<file path="config.mk">
export PLATFORM = sky130hd
export DESIGN_NAME = puf_readout_controller
export DESIGN_NICKNAME = d
export VERILOG_FILES = /design/src/rtl/puf_readout_controller.sv
export SDC_FILE = /design/constraint.sdc
export NUM_CORES = 1
export LEC_CHECK = 0
export ABC_AREA = 1
export BUFFER_PORTS_ARGS = -buffer_cell sky130_fd_sc_hd__buf_2
export CORE_MARGIN = 2
export CORE_UTILIZATION = 25
export DETAILED_ROUTE_END_ITERATION = 10
export PLACE_DENSITY_LB_ADDON = 0.05
export SLEW_MARGIN = 20
export SYNTH_ARGS = -nofsm -noshare
export SYNTH_HDL_FRONTEND = slang
export SYNTH_SLANG_ARGS = --single-unit
</file>
<file path="constraint.sdc">
create_clock -name clk -period 4.22 [get_ports clk]
set_input_delay 0.211 -clock clk [delete_from_list [all_inputs] [get_ports clk]]
set_output_delay 0.211 -clock clk [all_outputs]
set_load 0.005 [all_outputs]
</file>
<file path="src/rtl/puf_readout_controller.sv">
// Sequences one PUF run per host request, turns loop-count pairs into response
// bits, packs them LSB-first into words and streams them through a small FIFO.
module puf_readout_controller #(
  parameter int NUM_LOOPS      = 1280,
  parameter int TOT_CNT_BITS   = 32,
  parameter int CHALLENGE_BITS = 4,
  parameter int WORD_BITS      = 32,
  parameter int FIFO_DEPTH     = 4
) (
  input  logic                          clk,
  input  logic                          reset,
  input  logic                          req_valid,
  output logic                          req_ready,
  input  logic [CHALLENGE_BITS-1:0]     req_challenge,
  output logic                          puf_start,
  output logic [CHALLENGE_BITS-1:0]     puf_challenge,
  input  logic [TOT_CNT_BITS-1:0]       puf_loop_response,
  input  logic [$clog2(NUM_LOOPS-1):0]  puf_loop_number,
  input  logic                          puf_store_response,
  input  logic                          puf_done,
  output logic                          resp_valid,
  input  logic                          resp_ready,
  output logic [WORD_BITS-1:0]          resp_data,
  output logic                          resp_last,
  output logic                          overflow,
  output logic                          busy
);

  localparam int POS_W  = (WORD_BITS > 1) ? $clog2(WORD_BITS) : 1;
  localparam int PAIR_W = $clog2(NUM_LOOPS/2 + 1);
  localparam int PTR_W  = $clog2(FIFO_DEPTH);
  localparam logic [POS_W-1:0]  LAST_POS  = POS_W'(WORD_BITS - 1);
  localparam logic [PAIR_W-1:0] LAST_PAIR = PAIR_W'(NUM_LOOPS/2 - 1);
  localparam logic [PTR_W:0]    DEPTH_CNT = (PTR_W+1)'(FIFO_DEPTH);

  typedef enum logic [2:0] {
    S_IDLE,
    S_START,
    S_RUN,
    S_FLUSH,
    S_DRAIN
  } state_t;

  state_t r_state;
  state_t w_nextState;

  logic [CHALLENGE_BITS-1:0] r_challenge;
  logic                      r_start;
  logic [TOT_CNT_BITS-1:0]   r_holder;
  logic                      r_pairOk;
  logic [PAIR_W-1:0]         r_pairCnt;
  logic [POS_W-1:0]          r_wordPos;
  logic [WORD_BITS-1:0]      r_word;
  logic                      r_overflow;

  logic [WORD_BITS-1:0] r_memData [FIFO_DEPTH];
  logic                 r_memLast [FIFO_DEPTH];
  logic [PTR_W-1:0]     r_wrPtr;
  logic [PTR_W-1:0]     r_rdPtr;
  logic [PTR_W:0]       r_count;

  logic                 w_handshake;
  logic                 w_isOdd;
  logic                 w_pairBit;
  logic                 w_bitValid;
  logic [WORD_BITS-1:0] w_newWord;
  logic                 w_wordFull;
  logic                 w_flushPush;
  logic                 w_pushReq;
  logic [WORD_BITS-1:0] w_pushData;
  logic                 w_pushLast;
  logic                 w_empty;
  logic                 w_full;
  logic                 w_pop;
  logic                 w_push;
  logic                 w_drop;
  logic                 w_unusedLoop;

  // Only the parity of the loop index matters for pairing.
  assign w_unusedLoop = ^puf_loop_number;

  assign w_handshake = (r_state == S_IDLE) && req_valid;
  assign w_isOdd     = puf_loop_number[0];
  assign w_pairBit   = (r_holder > puf_loop_response);
  assign w_bitValid  = (r_state == S_RUN) && puf_store_response && w_isOdd && r_pairOk;
  assign w_newWord   = r_word | (WORD_BITS'(w_pairBit) << r_wordPos);
  assign w_wordFull  = w_bitValid && (r_wordPos == LAST_POS);
  assign w_flushPush = (r_state == S_FLUSH) && (r_wordPos != '0);
  assign w_pushReq   = w_wordFull || w_flushPush;
  assign w_pushData  = w_flushPush ? r_word : w_newWord;
  assign w_pushLast  = w_flushPush ? 1'b1 : (r_pairCnt == LAST_PAIR);

  // A full FIFO still accepts a push when the head leaves in the same cycle.
  assign w_empty = (r_count == '0);
  assign w_full  = (r_count == DEPTH_CNT);
  assign w_pop   = !w_empty && resp_ready;
  assign w_push  = w_pushReq && (!w_full || w_pop);
  assign w_drop  = w_pushReq && w_full && !w_pop;

  always_ff @(posedge clk) begin
    if (!reset) begin
      r_state <= S_IDLE;
    end else begin
      r_state <= w_nextState;
    end
  end

  always_comb begin
    w_nextState = r_state;
    case (r_state)
      S_IDLE:  if (req_valid) w_nextState = S_START;
      S_START: w_nextState = S_RUN;
      S_RUN:   if (puf_done) w_nextState = S_FLUSH;
      S_FLUSH: w_nextState = S_DRAIN;
      S_DRAIN: if (w_empty) w_nextState = S_IDLE;
      default: w_nextState = S_IDLE;
    endcase
  end

  always_ff @(posedge clk) begin
    if (!reset) begin
      r_challenge <= '0;
      r_start     <= 1'b0;
      r_holder    <= '0;
      r_pairOk    <= 1'b0;
      r_pairCnt   <= '0;
      r_wordPos   <= '0;
      r_word      <= '0;
      r_overflow  <= 1'b0;
    end else begin
      r_start <= w_handshake;
      if (w_handshake) begin
        r_challenge <= req_challenge;
        r_overflow  <= 1'b0;
        r_pairOk    <= 1'b0;
        r_pairCnt   <= '0;
        r_wordPos   <= '0;
        r_word      <= '0;
      end else begin
        if (w_drop) begin
          r_overflow <= 1'b1;
        end
        if ((r_state == S_RUN) && puf_store_response) begin
          if (!w_isOdd) begin
            r_holder <= puf_loop_response;
            r_pairOk <= 1'b1;
          end else if (r_pairOk) begin
            r_pairOk  <= 1'b0;
            r_pairCnt <= r_pairCnt + 1'b1;
            if (w_wordFull) begin
              r_word    <= '0;
              r_wordPos <= '0;
            end else begin
              r_word    <= w_newWord;
              r_wordPos <= r_wordPos + 1'b1;
            end
          end
        end
        if (w_flushPush) begin
          r_word    <= '0;
          r_wordPos <= '0;
        end
      end
    end
  end

  always_ff @(posedge clk) begin
    if (w_push) begin
      r_memData[r_wrPtr] <= w_pushData;
      r_memLast[r_wrPtr] <= w_pushLast;
    end
  end

  always_ff @(posedge clk) begin
    if (!reset) begin
      r_wrPtr <= '0;
      r_rdPtr <= '0;
      r_count <= '0;
    end else begin
      if (w_push) r_wrPtr <= r_wrPtr + 1'b1;
      if (w_pop)  r_rdPtr <= r_rdPtr + 1'b1;
      case ({w_push, w_pop})
        2'b10:   r_count <= r_count + 1'b1;
        2'b01:   r_count <= r_count - 1'b1;
        default: r_count <= r_count;
      endcase
    end
  end

  assign req_ready     = (r_state == S_IDLE);
  assign busy          = (r_state != S_IDLE);
  assign puf_start     = r_start;
  assign puf_challenge = r_challenge;
  assign overflow      = r_overflow;
  assign resp_valid    = !w_empty;
  assign resp_data     = w_empty ? '0 : r_memData[r_rdPtr];
  assign resp_last     = w_empty ? 1'b0 : r_memLast[r_rdPtr];

endmodule
</file>
==> results of run 1 <==
==> per-layer routing <==
layer / routed length [um] / share of wire, % / GRT usage [%]
met2: 12480 / 46 / 21.66
met1: 13220 / 48 / 17.62
met3: 1114 / 4.1 / 2.681
met5: 0 / 0 / 0
met4: 556 / 2.0 / 3.163
==> placed cells by master, fill, tap and decap left out, types with 10 or more instances in the layout <==
cell	n
dfxtp_1	97
buf_4	11
a21oi_1	122
o21ai_0	82
nand3_1	48
nor2_2	10
dlygate4sd3_1	35
inv_2	10
nand2_1	58
nand4_1	20
clkbuf_16	29
buf_2	84
nor2_1	239
ha_1	40
inv_1	101
clkbuf_1	15
edfxtp_1	132
==> critical path, stage by stage (launching register included) <==
cell and delay [ps]:
dfxtp_1 420, clkinv_1 290, ha_1 330, a31oi_4 730, a21oi_4 110, nor2_4 160, inv_1 190, nor2_4 160
buf_12 260
==> state kept, by name, summed over array words and instances (netlist names), 4 cells and up, named ones only <==
name           cells
puf_challenge      4
r_holder          32
r_memData        128
r_memLast          4
r_pairCnt         10
r_word            32
r_wordPos          5
==> logic make-up (layout without fill, tap and decap cells) <==
family	after synthesis	count (layout)
buf+inv	169	302
simple gates	411	411
xor+xnor	6	6
flops	230	230
compound gates	235	235
fa+ha+maj	41	41
other cells	0	1
==> area by class of cell <==
cell class,instances,area share [%]
Clock buffer,50,6.896
Multi-Input combinational cell,693,29.29
Inverter,115,3.463
Clock inverter,3,0.3093
Timing Repair Buffer,134,7.444
Sequential cell,230,47.27
Tap cell,532,5.309
Antenna cell,1,0.01996
==> per-stage QoR <==
step           hold slack, ps  utilization (%)  cell area (um^2)  power, mW  setup WS, ps
2_1_floorplan           350.1                -             10230      3.107         983.5
3_3_place_gp            434.4            27.76             11280      3.627          1200
3_5_place_dp            443.1            27.76             11280      3.628          1160
4_1_cts                 9.907            30.84             12540      6.089          1129
5_1_grt                 50.84            30.85             12540      6.308          1007
6_report                35.90            30.85             12540      5.922          1207
==> final timing paths <==
path	from	end	slack, ps	cells past startpoint
max	r_wordPos[0]	r_memData[3][5]	1210	8
min	puf_loop_response[7]	r_holder[7]	40	5
max reg2reg	r_wordPos[0]	r_memData[3][5]	1210	8
min reg2reg	r_word[10]	r_word[10]	450	2
==> power groups by stage <==
stage | sequential, mW | combinational [mW] | clock (mW)
CTS | 2.42 | 1.20 | 2.48
global placement | 2.46 | 1.16 | 0
finish | 2.42 | 1.14 | 2.37
detailed placement | 2.46 | 1.17 | 0
floorplan | 2.46 | 0.648 | 0
global route | 2.42 | 1.32 | 2.57
==> repair_timing <==
item	in CTS	in global routing
resized for setup	0	0
hold endpoints to repair	37	0
hold buffers	35	0
==> results_dict.tcl, run 1 <==
set metrics [dict create \
    max_cap_violations 0 \
    antenna_left 0 \
    synth-compound-area-share_pct 12.32 \
    row_count 74 \
    synthArstFlopShare_pct 0 \
    synth_most_common_cell "nor2_1" \
    numClockSinks 230 \
    drive_above_1_share_pct 15.18 \
    dieArea_um2 42570 \
    rsz0062_at_grt "false" \
    period_needed_ps 3013 \
    final_hold_viol_count 0 \
    p_leak_nw 4.814 \
    dp.cells 1669 \
    first_global_vias 7461 \
    max_freq_mhz 331.9 \
    cts_buffers 29 \
    yosysUniqueCellTypes 41 \
    netlist_area_um2 10230 \
    firstDrtPassIters 5 \
    grt_max_degree 67 \
    synthSimpleGateAreaFrac_pct 17.67 \
    final.setup.tns_ps 0 \
    yosys.area_share.xor_xnor_pct 0.5135 \
    clock_power_share_pct 40.0 \
    core_um2 40650 \
    die_w_um 206.3 \
    drt_iter0_markers 365 \
    gp_congestion 0.6981 \
    grt_pass1_wl_um 42840 \
    area_growth_pct 22.52 \
    tightest_slew_ps 937.9 \
    drc 0 \
    critical_path.max_fanout 33 \
    gr-total-overflow 0 \
    cts_setup_buffers 0 \
    yosys.area.top_type_share_pct 38.73 \
    ys.flop_type "edfxtp_1" \
    vias 7584 \
    synth_edf_count 132 \
    status "finished, final reports clean" \
    finClkSkew_ps 21.50 \
    dieHeight_um 206.3 \
    syn-num-nets 1187 \
    seq_area_frac_synth_pct 57.90 \
    fin_crit_sh_pct 71.39 \
    peakVddDrop_mv 0.3369 \
    synthMuxAreaShare_pct 0 \
    switching_power_mw 1.720 \
    avgSynthCellArea_um2 9.371 \
    dpl.hpwl_um 16020 \
    path_clk_slew_ps 50 \
    maxSlewViolCount 0 \
    yosysTopAreaCell "edfxtp_1" \
    slew_headroom_pct 37.47 \
    fillers 4302 \
    wl_per_cell_um 15.57 \
    multi_input_area_um2 3672 \
    ios 96 \
    synth_top_family_by_area "simple AND/OR/NAND/NOR gates" \
    drt_wl_total_um 27380 \
    io_buffers 84 \
    synth.area.top_cells "edfxtp_1, dfxtp_1, nor2_1" \
    root_buffer "clkbuf_16" \
    setup_viol 0 \
    p_seq_share_pct 40.8 \
    power.density_nw_per_um2 472.3 \
    netlist_instances 1092 \
    htree_levels 1 \
    synth-seq-cells 230 \
    yosys-top-cells-count "nor2_1, edfxtp_1, a21oi_1, inv_1, dfxtp_1" \
    clk_path_buf_depth 3 \
    cp.required_ps 4440 \
    viasPerCell 4.314 \
    path_class "reg2reg" \
    pwr-share-comb_pct 19.2 \
    clock_latency_ps 550 \
    fin_cells 1758 \
    start_util_pct 25.18 \
    internal-power_mw 4.203 \
    end_kind "flip-flop" \
    antenna_found_initial 1 \
    ff_latch_area_um2 5927 \
    yosys_warnings 0 \
    yosys.area_share.adder_pct 5.086 \
    gr-usage-all-layers_pct 13.14 \
    cp.arrival_ps 3230 \
    cts_tree "built" \
    crit_path_start_kind "flip-flop" \
    nets 1298 \
    hold_class "in2reg" \
    switching_share_pct 29.04 \
]
No activity file was read; power rests on OpenSTA's default activity.
==> run 2: changes to the inputs <==
clock period = 2.9 ns   (was 4.22 ns; I/O delays follow)
==> run 2 against run 1 <==
  * Die area unchanged
  * Highest routed layer unchanged
  * Clock skew down 0.94 ps
  * Global-route usage about the same
  * Wire length down 0.75%
  * Clock power up 47%
  * Power up 47%
  * Maximum frequency up 19%
  * Largest cell class unchanged
  * Critical path depth up 3
==> results_dict.tcl, run 2 (same netlist as run 1, synthesis figures left out) <==
set metrics [dict create \
    rsz0062_at_grt "false" \
    setup_viol 0 \
    setup_ws_ps 368.1 \
    power.density_nw_per_um2 680.1 \
    dieArea_um2 42570 \
    io_buffers 84 \
    cts-resized-gates 0 \
    gp_congestion 0.6927 \
    maxSlewViolCount 0 \
    clock_latency_ps 570 \
    ios 96 \
    htree_levels 1 \
    gr-total-overflow 0 \
    viasPerCell 4.298 \
    dieHeight_um 206.3 \
    max_cap_violations 0 \
    area_growth_pct 25.14 \
    p_leak_nw 4.977 \
    hold_class "in2reg" \
    status "finished, final reports clean" \
    path_class "reg2reg" \
    die_w_um 206.3 \
    fin_cells 1786 \
    finClkSkew_ps 20.56 \
    critical_path.max_fanout 4 \
    vias 7677 \
    first_global_vias 7605 \
    fin_crit_sh_pct 87.31 \
    row_count 74 \
    peakVddDrop_mv 0.3785 \
    numClockSinks 230 \
    cts_buffers 30 \
    period_needed_ps 2532 \
    dpl.hpwl_um 16470 \
    design_area_um2 12810 \
    place_area_um2 11480 \
    drt_iter0_markers 289 \
    nets 1327 \
    clk_path_buf_depth 3 \
    antenna_found_initial 0 \
    antenna_left 0 \
    root_buffer "clkbuf_16" \
    place_ws_ps 347.6 \
    cp.required_ps 3190 \
    holdWs_ps 22.74 \
    dp.cells 1691 \
    grt_pass1_wl_um 43060 \
    end_kind "flip-flop" \
    start_util_pct 25.18 \
    top_regs "r_memData x128, r_holder x32, r_word x32" \
    postLayoutCoreUtil_pct 31.51 \
    grt_max_degree 41 \
    final_hold_viol_count 0 \
    drive_above_1_share_pct 16.59 \
    core_um2 40650 \
    p_total_mw 8.709 \
    gr-usage-all-layers_pct 13.10 \
    drc 0 \
    final_common_cell "nor2_1" \
    cts_hold_buf 41 \
    firstDrtPassIters 5 \
    n_antenna_cell 0 \
    tightest_slew_ps 704.3 \
    largest_register "r_memData" \
    crit_path_start_kind "flip-flop" \
    fillers 4273 \
    largest_reg_flops 128 \
    drt_wl_total_um 27170 \
    mostFrequentLayoutCells "nor2_1, edfxtp_1, a21oi_1, inv_1, dfxtp_1" \
    wl_per_cell_um 15.21 \
    slew_headroom_pct 53.00 \
    cp.arrival_ps 2820 \
    final.setup.tns_ps 0 \
    path_clk_slew_ps 60 \
    max_freq_mhz 395.0 \
    cts_tree "built" \
    cts_setup_buffers 0 \
]
[run 2: worst max-delay path: stages, from the launching register on]
cell and delay (ps):
dfxtp_1 310, ha_1 290, nand2_1 100, nor3_2 270, nand2_1 80, nand2_1 60, nand2_1 60, nand2_2 130
nand2_2 100, nor2_1 190, nand3_1 170, o31ai_1 520
[run 2: final cells by class]
class,instances,area (um^2),share of cell area (%)
multi-input combinational,693,3672,28.68
inverter,115,434.2,3.390
clock buffer,44,803.3,6.273
tap,532,665.6,5.198
clock inverter,10,107.6,0.8403
timing repair buffer,162,1196,9.341
sequential,230,5927,46.28
[run 2: per-layer routing]
metal	routed length (um)	global-route usage (%)
met1	12610	16.80
met2	13070	22.76
met3	955	2.428
met4	538	3.061
met5	0	0
[run 2: where the power goes]
| group | leakage [nW] | internal (mW) | total (mW) | switching, mW |
|---|---|---|---|---|
| registers | 2.02 | 3.48 | 3.52 | 0.0447 |
| logic | 2.51 | 0.606 | 1.70 | 1.10 |
| clock network | 0.442 | 2.08 | 3.48 | 1.40 |
[run 2: final timing paths]
path                                   endpoint  cells past startpoint    startpoint  slack, ps
worst max-delay path            r_memData[1][5]                     11  r_holder[15]        370
worst min-delay path                 r_rdPtr[0]                      4    resp_ready         20
worst max register to register  r_memData[1][5]                     11  r_holder[15]        370
worst min register to register       r_word[25]                      2    r_word[25]        450
